File: config.mk
export PLATFORM = sky130hd
export DESIGN_NAME = mcpu_alu_seq
export DESIGN_NICKNAME = d
export VERILOG_FILES = /design/src/rtl/mcpu_alu_seq.sv
export SDC_FILE = /design/constraint.sdc
export NUM_CORES = 1
export LEC_CHECK = 0
export CORE_MARGIN = 2
export CORE_UTILIZATION = 46
export CTS_CLUSTER_DIAMETER = 100
export CTS_CLUSTER_SIZE = 30
export DETAILED_ROUTE_END_ITERATION = 16
export GPL_TIMING_DRIVEN = 0
export HOLD_SLACK_MARGIN = 0.03
export PLACE_DENSITY_LB_ADDON = 0.12
export REMOVE_ABC_BUFFERS = 1
export SLEW_MARGIN = 20
export SYNTH_ARGS = -nofsm -noshare
export SYNTH_HDL_FRONTEND = slang
export SYNTH_SLANG_ARGS = --single-unit
File: constraint.sdc
create_clock -name clk -period 2.4 [get_ports clk]
set_clock_uncertainty 0.2 [all_clocks]
set_input_delay 0.48 -clock clk [delete_from_list [all_inputs] [get_ports clk]]
set_output_delay 0.48 -clock clk [all_outputs]
set_load 0.005 [all_outputs]
File: src/rtl/mcpu_alu_seq.sv
// Sequential multiply / multi-cycle shift controller that time-shares an
// external combinational ALU; one command runs at a time, result held in acc.
module mcpu_alu_seq #(
  parameter int DATA_WIDTH = 32
) (
  input  logic                  clk,
  input  logic                  reset,
  input  logic                  start,
  input  logic [1:0]            cmd,
  input  logic [DATA_WIDTH-1:0] opa,
  input  logic [DATA_WIDTH-1:0] opb,
  output logic                  busy,
  output logic                  done,
  output logic [DATA_WIDTH-1:0] result,
  output logic [DATA_WIDTH-1:0] alu_op,
  output logic [DATA_WIDTH-1:0] alu_a,
  output logic [DATA_WIDTH-1:0] alu_b,
  input  logic [DATA_WIDTH-1:0] alu_d
);
  localparam int SW = $clog2(DATA_WIDTH);

  localparam logic [2:0] ST_IDLE  = 3'd0;
  localparam logic [2:0] ST_ADD   = 3'd1;
  localparam logic [2:0] ST_SHL   = 3'd2;
  localparam logic [2:0] ST_SHR   = 3'd3;
  localparam logic [2:0] ST_SHIFT = 3'd4;
  localparam logic [2:0] ST_DONE  = 3'd5;

  localparam logic [1:0] CMD_MUL = 2'b00;
  localparam logic [1:0] CMD_SHL = 2'b01;
  localparam logic [1:0] CMD_SHR = 2'b10;

  localparam logic [6:0] OP_ADD = 7'h00;
  localparam logic [6:0] OP_SHL = 7'h65;
  localparam logic [6:0] OP_SHR = 7'h45;

  logic [2:0]            state_reg, state_next;
  logic [DATA_WIDTH-1:0] acc_reg, acc_next;
  logic [DATA_WIDTH-1:0] mcand_reg, mcand_next;
  logic [DATA_WIDTH-1:0] mult_reg, mult_next;
  logic [SW-1:0]         cnt_reg, cnt_next;
  logic                  dir_reg, dir_next;   // 1 = right shift in ST_SHIFT
  logic [6:0]            op_next;
  logic [DATA_WIDTH-1:0] a_next, b_next;

  always_comb begin
    state_next = state_reg;
    acc_next   = acc_reg;
    mcand_next = mcand_reg;
    mult_next  = mult_reg;
    cnt_next   = cnt_reg;
    dir_next   = dir_reg;
    op_next    = OP_ADD;
    a_next     = '0;
    b_next     = '0;
    case (state_reg)
      ST_IDLE: begin
        if (start) begin
          case (cmd)
            CMD_MUL: begin
              acc_next   = '0;
              mcand_next = opa;
              mult_next  = opb;
              if (opb == '0)    state_next = ST_DONE;
              else if (opb[0])  state_next = ST_ADD;
              else              state_next = ST_SHL;
            end
            CMD_SHL, CMD_SHR: begin
              acc_next   = opa;
              cnt_next   = opb[SW-1:0];
              dir_next   = (cmd == CMD_SHR);
              state_next = (opb[SW-1:0] == '0) ? ST_DONE : ST_SHIFT;
            end
            default: begin
              acc_next   = opa;
              state_next = ST_DONE;
            end
          endcase
        end
      end
      ST_ADD: begin
        op_next    = OP_ADD;
        a_next     = acc_reg;
        b_next     = mcand_reg;
        acc_next   = alu_d;
        state_next = ST_SHL;
      end
      ST_SHL: begin
        op_next    = OP_SHL;
        b_next     = mcand_reg;
        mcand_next = alu_d;
        state_next = ST_SHR;
      end
      ST_SHR: begin
        // Branch on the freshly shifted multiplier, not the stale register.
        op_next   = OP_SHR;
        b_next    = mult_reg;
        mult_next = alu_d;
        if (alu_d == '0)    state_next = ST_DONE;
        else if (alu_d[0])  state_next = ST_ADD;
        else                state_next = ST_SHL;
      end
      ST_SHIFT: begin
        op_next  = dir_reg ? OP_SHR : OP_SHL;
        b_next   = acc_reg;
        acc_next = alu_d;
        cnt_next = cnt_reg - SW'(1);
        if (cnt_reg == SW'(1)) state_next = ST_DONE;
      end
      ST_DONE: state_next = ST_IDLE;
      default: state_next = ST_IDLE;
    endcase
  end

  always_ff @(posedge clk) begin
    if (reset) begin
      state_reg <= ST_IDLE;
      acc_reg   <= '0;
      mcand_reg <= '0;
      mult_reg  <= '0;
      cnt_reg   <= '0;
      dir_reg   <= 1'b0;
    end else begin
      state_reg <= state_next;
      acc_reg   <= acc_next;
      mcand_reg <= mcand_next;
      mult_reg  <= mult_next;
      cnt_reg   <= cnt_next;
      dir_reg   <= dir_next;
    end
  end

  assign busy   = (state_reg != ST_IDLE);
  assign done   = (state_reg == ST_DONE);
  assign result = acc_reg;
  assign alu_op = {{(DATA_WIDTH-7){1'b0}}, op_next};
  assign alu_a  = a_next;
  assign alu_b  = b_next;
endmodule

==> metrics.txt, run 1 <==
status finished, violations left; failing checks negative setup slack; Final #Nets 1,140; initial drt markers 690; Synth Area in Compound Gates 24.01%; most frequent cells in the layout clkdlybuf4s50_1 (131), nor2_1 (105), dfxtp_1 (102), a211oi_1 (65), mux2i_1 (64); number of global-route vias before repair 7,138; CTS clk-pin slew, worst paths 0.07 ns; GR Overflow Total 0; vias per cell 6.055; post-synthesis simple-gate area fraction 19.34%; maxcap violations 0; Initial Util 46.69%; Core Region 0.01442 mm2; share of cells above drive strength 1 32.05%; register-to-register setup slack -0.03 ns; Max Transition Viols Final 0; Psw 5.429 mW; Routed WL per cell 22.61 um; Arr. time, crit path 1.85 ns; Clock Tree Buf Depth 2; Routed Antenna Nets 0; Req. time, crit path 1.72 ns; fmax 395.9 MHz; Die ar. 0.01562 mm2; die width 125.0 um; Post-Route WL 27,650 um; Sw Share 41.02%; DIE HEIGHT 125.0 um; Flop pwr share 23.3%; synthesized instance count 789; Skew-Pair Late Insertion Delay 0.36 ns; final hold violation count 0; CTS Root Cell clkbuf_16; crit-path max cell delay 0.43 ns; post-synth cell types 45; Power Dens Cells 1247 mW/mm2; cell area after layout 0.01062 mm2; cts hold-fix bufs 0; drt drc 0; worst rel slew slack 65.94%; setup ws final -0.1260 ns; DP HPWL 15,330 um; average cell area after synthesis 8.535 um2; total number of vias 7,405; Leakage 4.449 nW; Setup Viol. Count Final 53; first-pass GRT wire length 39,650 um; Synth Area in Adders 0.9290%; num rows 44; CTS tree yes; min cycle time layout 2.526 ns; prevailing post-synth register cell dfxtp_1; worst hold slack 0.3049 ns; register bit total from synthesis 105; Synth Warn # 0; internal power 7.806 mW; Seq/Total Area, Yosys 31.22%; Total Routing Usage GR 32.02%; setup TNS -2.704 ns; Cell Area, Synth 0.006734 mm2; placed cell area 0.008930 mm2; mux cell area share after synthesis 15.03%; # IOs 231; PortBufs 202; Crit. End Element output port; Hold Path Class reg -> reg; RSZ-0062 raised after global routing yes; H-tree levels 3; largest net degree at the start of global routing 60; CP cell instances buf_8 > mux2_2 > a22oi_1 > o21ai_1 > dlygate4sd2_1; CP startpoint state_reg[1]; Comb pwr share 62.7%; Clk pwr share 14.0%; number of flops mapped to enable cells by yosys 0; XOR/XNOR Fraction of Synth Area 0%; period utilisation layout 105.3%; largest family of logic cells by synthesized area compound AO/OA/AOI/OAI gates; crit path max fanout 11; hold path start mult_reg[21]; critical path class reg -> out; asr flop ratio synth 0%; clock sink count 105; worst slew pin tran 0.5062 ns; R2R Path Start state_reg[1]; gpl congestion 0.8246; Initial DRT Pass Iterations 5; worst vdd ir 0.5979 mV; ant diodes 0; most common cell after layout, fill and taps aside clkdlybuf4s50_1; dpl ws -1.245 ns; Inserted Clock Buffers 9; antenna violations before repair 0; Setup crit start kind flip-flop; Max stage delay cell, worst path dfxtp_4; Area Growth Syn to Fin 57.67%
## critical path: cells and delay by family, from the launching register on
family / cells / cell delay [ns]
AO/OA/AOI/OAI: 2 / 0.23
multiplexers: 1 / 0.34
buffers and inverters: 2 / 0.47
flip-flops: 1 / 0.43
## cells by family after synthesis
logic type | after synthesis
multiplexers | 97
adder cells (fa/ha/maj) | 5
flip-flops | 105
AO/OA/AOI/OAI | 218
other | 1
buffers and inverters | 110
AND/OR/NAND/NOR | 253
## cells in the mapped netlist (2+ instances only)
library cell | instances | share of area [%]
nor2b_1 | 3 | 0.28
dfxtp_1 | 105 | 31
and2_1 | 32 | 3.0
a31oi_1 | 4 | 0.37
a221oi_1 | 2 | 0.26
a21oi_4 | 2 | 0.48
mux2_2 | 33 | 5.5
nand4_1 | 3 | 0.28
inv_1 | 6 | 0.33
nor2_1 | 106 | 5.9
a22oi_1 | 34 | 3.8
buf_6 | 8 | 1.3
or2_1 | 2 | 0.19
a211oi_2 | 29 | 5.4
nand2_1 | 36 | 2.0
nand3_1 | 3 | 0.22
ha_1 | 5 | 0.93
o21ai_0 | 36 | 2.7
buf_1 | 3 | 0.17
a211oi_1 | 69 | 7.7
o21bai_1 | 2 | 0.22
clkbuf_1 | 36 | 2.0
mux2i_1 | 64 | 9.5
nor3_1 | 6 | 0.45
buf_4 | 36 | 4.0
or3_1 | 2 | 0.19
nor4_1 | 16 | 1.5
nor3b_1 | 32 | 3.6
nand2b_1 | 2 | 0.19
a21oi_1 | 36 | 2.7
buf_2 | 21 | 1.6
nor3b_2 | 2 | 0.37
## worst paths after layout
path                        to  cells after the start
hold / removal    mult_reg[21]                      2
setup reg to reg     result[0]                      9
hold reg to reg   mult_reg[21]                      2
setup / recovery      alu_b[1]                      5
## area by class of cell
| class | count | area [um2] |
|---|---|---|
| tap | 184 | 230.2 |
| fill | 1026 | 3806 |
| clock inverter | 5 | 127.6 |
| inverter | 6 | 22.52 |
| multi-input combinational | 603 | 4532 |
| clock buffer | 11 | 232.7 |
| sequential | 105 | 2113 |
| timing repair buffer | 309 | 3359 |
## metal layers
metal,track usage [%],up-vias,share of wire (%)
met2,53.90,384,48
met3,5.306,88,7.5
li1,-,3313,-
met4,14.90,0,4.2
met1,40.18,3620,40
met5,0,-,0
## per-stage QoR
step / power (mW) / std cells / util (%)
after floorplan: 6.107 / 712 / -
after global placement: 8.094 / 1098 / 58.76
after detailed placement: 9.038 / 1120 / 61.91
after CTS: 12.26 / 1201 / 70.16
after global routing: 13.82 / 1223 / 73.61
final: 13.24 / 1223 / 73.61
## power by group through the flow
stage	clock network [mW]	logic, mW	registers (mW)
after floorplan	0	3.03	3.07
after global placement	0	4.90	3.19
after detailed placement	0	5.75	3.28
after CTS	1.84	7.39	3.03
after global routing	1.93	8.71	3.18
final	1.85	8.30	3.09
## what timing repair did
action / CTS / global route
resized for setup: 334 / 148
setup buffers: 61 / 28
cloned: 7 / 6
pin swaps: 32 / 41
setup endpoints to repair: 166 / 134
(Power assumes the default switching activity.)
==> inputs of run 2 (changes only) <==
--- a/config.mk
+++ b/config.mk
@@ -7,6 +7,7 @@
 export LEC_CHECK = 0
 export CORE_MARGIN = 2
 export CORE_UTILIZATION = 46
+export CTS_BUF_LIST = sky130_fd_sc_hd__clkbuf_4 sky130_fd_sc_hd__clkbuf_8 sky130_fd_sc_hd__clkbuf_16
 export CTS_CLUSTER_DIAMETER = 100
 export CTS_CLUSTER_SIZE = 30
 export DETAILED_ROUTE_END_ITERATION = 16
==> metrics.txt, run 2 (synthesis gave the netlist of run 1 again) <==
status finished, violations left (unchanged); failing checks negative setup slack (unchanged); Leakage 4.455 nW (was 4.449 nW); CP cell instances buf_8 > mux2_2 > a22oi_1 > o21ai_1 > dlygate4sd2_1 (unchanged); reg2reg end result[0] (unchanged); Initial Util 46.69% (unchanged); dpl ws -1.245 ns (unchanged); drt drc 0 (unchanged); Crit. End Element output port (unchanged); Req. time, crit path 1.72 ns (about the same); first-pass GRT wire length 39,650 um (unchanged); antenna violations before repair 0 (unchanged); most common cell after layout, fill and taps aside clkdlybuf4s50_1 (unchanged); register-to-register setup slack -0.04 ns (was -0.03 ns); Final #Nets 1,140 (unchanged); maxcap violations 0 (unchanged); Max stage delay cell, worst path dfxtp_4 (unchanged); Clock Tree Buf Depth 2 (unchanged); crit path capture alu_b[1] (unchanged); worst rel slew slack 64.42% (was 65.94%); number of global-route vias before repair 7,138 (unchanged); Arr. time, crit path 1.85 ns (about the same); period utilisation layout 105.6% (was 105.3%); Max Transition Viols Final 0 (unchanged); min cycle time layout 2.534 ns (was 2.526 ns); Skew-Pair Late Insertion Delay 0.36 ns (about the same); initial drt markers 720 (was 690); Setup Viol. Count Final 54 (was 53); fmax 394.6 MHz (was 395.9 MHz); CP startpoint state_reg[1] (unchanged); RSZ-0062 raised after global routing yes (unchanged); placed cells 1,120 (unchanged); worst slew pin tran 0.5289 ns (was 0.5062 ns); area occupied by multi-input gates 0.004532 mm2 (unchanged); DIE HEIGHT 125.0 um (unchanged); setup ws final -0.1345 ns (was -0.1260 ns); Routed WL per cell 22.55 um (was 22.61 um); gpl congestion 0.8246 (unchanged); clock sink count 105 (unchanged); # IOs 231 (unchanged); r2r worst-path depth 9 (unchanged); critical path class reg -> out (unchanged); die width 125.0 um (unchanged); Hold Path Class reg -> reg (unchanged); GR Overflow Total 0 (unchanged); Non-Filler Instances 1,223 (unchanged); cts hold-fix bufs 0 (unchanged); vias per cell 6.031 (was 6.055); Routed Antenna Nets 0 (unchanged); Post-Route WL 27,570 um (was 27,650 um); share of cells above drive strength 1 32.24% (was 32.05%); crit path max fanout 11 (unchanged); H-tree levels 3 (unchanged); CTS clk-pin slew, worst paths 0.07 ns (about the same); Core Region 0.01442 mm2 (unchanged); Initial DRT Pass Iterations 5 (unchanged); fill count 1,024 (was 1,026); most frequent cells in the layout clkdlybuf4s50_1 (131), nor2_1 (105), dfxtp_1 (102), a211oi_1 (65), mux2i_1 (64) (unchanged); Area Growth Syn to Fin 57.79% (was 57.67%); Die ar. 0.01562 mm2 (unchanged); PortBufs 202 (unchanged); Power Dens Cells 1246 mW/mm2 (was 1247 mW/mm2); crit-path max cell delay 0.44 ns (was 0.43 ns); DP HPWL 15,330 um (unchanged); ant diodes 0 (unchanged); num rows 44 (unchanged); worst vdd ir 0.6407 mV (was 0.5979 mV); Total Routing Usage GR 32.02% (unchanged); Inserted Clock Buffers 9 (unchanged); CTS Root Cell clkbuf_16 (unchanged); Sequential Area 0.002113 mm2 (unchanged); R2R Path Start state_reg[1] (unchanged); final hold violation count 0 (unchanged); Setup crit start kind flip-flop (unchanged); CTS tree yes (unchanged); total number of vias 7,376 (was 7,405); largest net degree at the start of global routing 60 (unchanged)
==> run 2: per-layer routing <==
layer  wire [um]  GRT usage, %
met4        1010         14.90
met5           0             0
met3        2047         5.306
met2       13510         53.90
met1       11000         40.18
==> run 2: where the power goes <==
group / internal (mW) / switching [mW] / total [mW]
sequential: 2.44 / 0.645 / 3.09
clock: 1.15 / 0.711 / 1.86
combinational: 4.23 / 4.06 / 8.29
==> run 2: critical path, delay by kind of cell, from the launching register on <==
kind,cells,cell delay [ns]
mux,1,0.35
compound gates,2,0.23
buf+inv,2,0.47
flops,1,0.44
==> run 2: per-stage QoR <==
| stage | hold WS (ns) | setup TNS (ns) | total power, mW | utilization [%] | cell area [um2] |
|---|---|---|---|---|---|
| floorplan | 0.2443 | -257.48 | 6.107 | - | 6223 |
| global placement | 0.2595 | -659.64 | 8.094 | 58.76 | 8476 |
| detailed placement | 0.2797 | -113.18 | 9.038 | 61.91 | 8930 |
| CTS | 0.2932 | -3.619 | 12.28 | 70.21 | 10130 |
| global route | 0.3181 | -4.897 | 13.84 | 73.66 | 10630 |
| finish | 0.3011 | -2.784 | 13.24 | 73.66 | 10630 |
==> run 2: area by class of cell <==
cell class	instances	share of cell area [%]
clock buffer	11	2.261
clock inverter	5	1.201
inverter	6	0.2120
multi-input combinational	603	42.65
sequential	105	19.89
tap	184	2.167
timing repair buffer	309	31.62
==> run 2: worst min-delay path by stage <==
| stage | start | endpoint | slack [ns] | cells past startpoint |
|---|---|---|---|---|
| CTS | dir_reg | dir_reg | 0.29 | 2 |
| detailed placement | dir_reg | dir_reg | 0.28 | 2 |
| floorplan | dir_reg | dir_reg | 0.24 | 2 |
| finish | mult_reg[21] | mult_reg[21] | 0.30 | 2 |
| global route | mult_reg[29] | mult_reg[29] | 0.32 | 2 |
| global placement | dir_reg | dir_reg | 0.26 | 2 |
==> run 2: what timing repair did <==
action                     CTS  global route
buffers inserted            61            28
setup endpoints to repair  166           134
pin swaps                   32            41
resized for setup          334           148
cloned                       7             6
==> inputs of run 3 (changes only) <==
--- a/config.mk
+++ b/config.mk
@@ -15,7 +15,6 @@
 export HOLD_SLACK_MARGIN = 0.03
 export PLACE_DENSITY_LB_ADDON = 0.12
 export REMOVE_ABC_BUFFERS = 1
-export SLEW_MARGIN = 20
 export SYNTH_ARGS = -nofsm -noshare
 export SYNTH_HDL_FRONTEND = slang
 export SYNTH_SLANG_ARGS = --single-unit
==> metrics.txt, run 3 (synthesis gave the netlist of run 1 again) <==
initial drt markers 733 (was 720); worst hold stages 2 (unchanged); CTS Root Cell clkbuf_16 (unchanged); overall power 13.71 mW (was 13.24 mW); worst vdd ir 0.7571 mV (was 0.6407 mV); num rows 44 (unchanged); Hold Path Sink mult_reg[18] (was mult_reg[21]); most frequent cells in the layout clkdlybuf4s50_1 (131), nor2_1 (105), dfxtp_1 (102), mux2i_1 (64), a211oi_1 (52) (was clkdlybuf4s50_1 (131), nor2_1 (105), dfxtp_1 (102), a211oi_1 (65), mux2i_1 (64)); status finished, violations left (unchanged); Initial DRT Pass Iterations 6 (was 5); number of global-route vias before repair 7,161 (was 7,138); Area Growth Syn to Fin 62.58% (was 57.79%); # IOs 231 (unchanged); antenna violations before repair 0 (unchanged); GR Overflow Total 0 (unchanged); Core Region 0.01442 mm2 (unchanged); min cycle time layout 2.602 ns (was 2.534 ns); Routed WL per cell 23.35 um (was 22.55 um); crit path max fanout 14 (was 11); Crit. End Element flip-flop (was output port); CP startpoint state_reg[1] (unchanged); drt drc 0 (unchanged); Max Transition Viols Final 0 (unchanged); Inserted Clock Buffers 9 (unchanged); worst rel slew slack 57.74% (was 64.42%); final hold violation count 0 (unchanged); PortBufs 202 (unchanged); gpl congestion 0.8246 (unchanged); register-to-register setup slack -0.20 ns (was -0.04 ns); Routed Antenna Nets 0 (unchanged); share of cells above drive strength 1 36.26% (was 32.24%); Non-Filler Instances 1,243 (was 1,223); total number of vias 7,691 (was 7,376); Die ar. 0.01562 mm2 (unchanged); setup ws final -0.2018 ns (was -0.1345 ns); cts hold-fix bufs 0 (unchanged); period utilisation layout 108.4% (was 105.6%); dpl ws -1.328 ns (was -1.245 ns); DP HPWL 15,310 um (was 15,330 um); Clock Tree Buf Depth 2 (unchanged); Setup crit start kind flip-flop (unchanged); vias per cell 6.187 (was 6.031); setup TNS -5.103 ns (was -2.784 ns); Leakage 4.628 nW (was 4.455 nW); reg2reg end mcand_reg[2] (was result[0]); r2r worst-path depth 11 (was 9); failing checks negative setup slack (unchanged); Req. time, crit path 2.44 ns (was 1.72 ns); most common cell after layout, fill and taps aside clkdlybuf4s50_1 (unchanged); CTS clk-pin slew, worst paths 0.07 ns (about the same); critical path class reg -> reg (was reg -> out); maxcap violations 0 (unchanged); DIE HEIGHT 125.0 um (unchanged); Total Routing Usage GR 32.07% (was 32.02%); first-pass GRT wire length 39,900 um (was 39,650 um); Hold Path Class reg -> reg (unchanged); Post-Route WL 29,030 um (was 27,570 um); clock sink count 105 (unchanged); ant diodes 0 (unchanged); Skew-Pair Late Insertion Delay 0.36 ns (about the same); Arr. time, crit path 2.65 ns (was 1.85 ns); largest net degree at the start of global routing 65 (was 60); RSZ-0062 raised after global routing yes (unchanged); Power Dens Cells 1253 mW/mm2 (was 1246 mW/mm2); worst hold slack 0.2988 ns (was 0.3011 ns); R2R Path Start state_reg[1] (unchanged); H-tree levels 3 (unchanged); CTS tree yes (unchanged); Initial Util 46.69% (unchanged); hold path start mult_reg[18] (was mult_reg[21]); Setup Viol. Count Final 84 (was 54); worst slew pin tran 0.6339 ns (was 0.5289 ns); Final #Nets 1,160 (was 1,140); placed cells 1,117 (was 1,120); fmax 384.4 MHz (was 394.6 MHz); die width 125.0 um (unchanged)
## run 3: cell types whose count changed in the layout (fill, tap and decap cells not counted), sizes merged, moves of 2 or more
cell / before / now
buf: 155 / 184
clkdlybuf4s15: 6 / 0
bufinv: 4 / 2
clkbuf: 23 / 21
## run 3: report_power, final
part / internal (mW) / total [mW] / leakage [nW] / switching (mW)
Combinational: 4.62 / 8.97 / 3.60 / 4.36
Sequential: 2.44 / 3.08 / 0.866 / 0.637
Clock: 0.963 / 1.66 / 0.161 / 0.698
## run 3: cell type report
| cell class | instances | area, um2 |
|---|---|---|
| Inverter | 6 | 22.52 |
| Timing Repair Buffer | 328 | 3622 |
| Clock inverter | 3 | 65.06 |
| Multi-Input combinational cell | 604 | 4639 |
| Sequential cell | 105 | 2113 |
| Tap cell | 184 | 230.2 |
| Fill cell | 1000 | 3476 |
| Clock buffer | 13 | 255.2 |
## run 3: worst max path at each step
| stage | end | slack [ns] | cells after the start |
|---|---|---|---|
| after floorplan | mult_reg[0] | -2.38 | 4 |
| after global placement | mult_reg[4] | -4.81 | 3 |
| after detailed placement | mult_reg[5] | -1.33 | 8 |
| after CTS | alu_b[29] | -0.19 | 9 |
| after global routing | alu_b[2] | -0.20 | 7 |
| final | mcand_reg[2] | -0.20 | 11 |
## run 3: metal layers
metal  global-route usage, %  up-vias  part of all wire (%)
li1                        -     3369                     -
met1                   41.05     3720                    38
met2                   54.51      498                    49
met4                   12.22        0                   3.9
met3                   5.092      104                   9.1
met5                       0        -                     0
## run 3: metrics by stage
step	util (%)	area, um2
after floorplan	-	6223
after global placement	58.76	8476
after detailed placement	61.67	8895
after CTS	70.02	10100
after global routing	75.90	10950
final	75.90	10950
## run 3: worst max-delay path, stage by stage, from the launching register on
cell and delay, ns:
dfxtp_4 0.38, buf_4 0.14, buf_6 0.13, buf_12 0.14
buf_8 0.12, nor3_4 0.19, buf_6 0.15, nand2_8 0.08
a21oi_4 0.36, buf_12 0.22, nor2_1 0.05, a211oi_1 0.31
## run 3: repair_timing
action / CTS / global route
gates resized for setup: 353 / 145
setup endpoints to repair: 172 / 163
buffers inserted: 61 / 37
endpoints found under the hold margin: 0 / 0
cloned: 9 / 9
pin swaps: 27 / 47
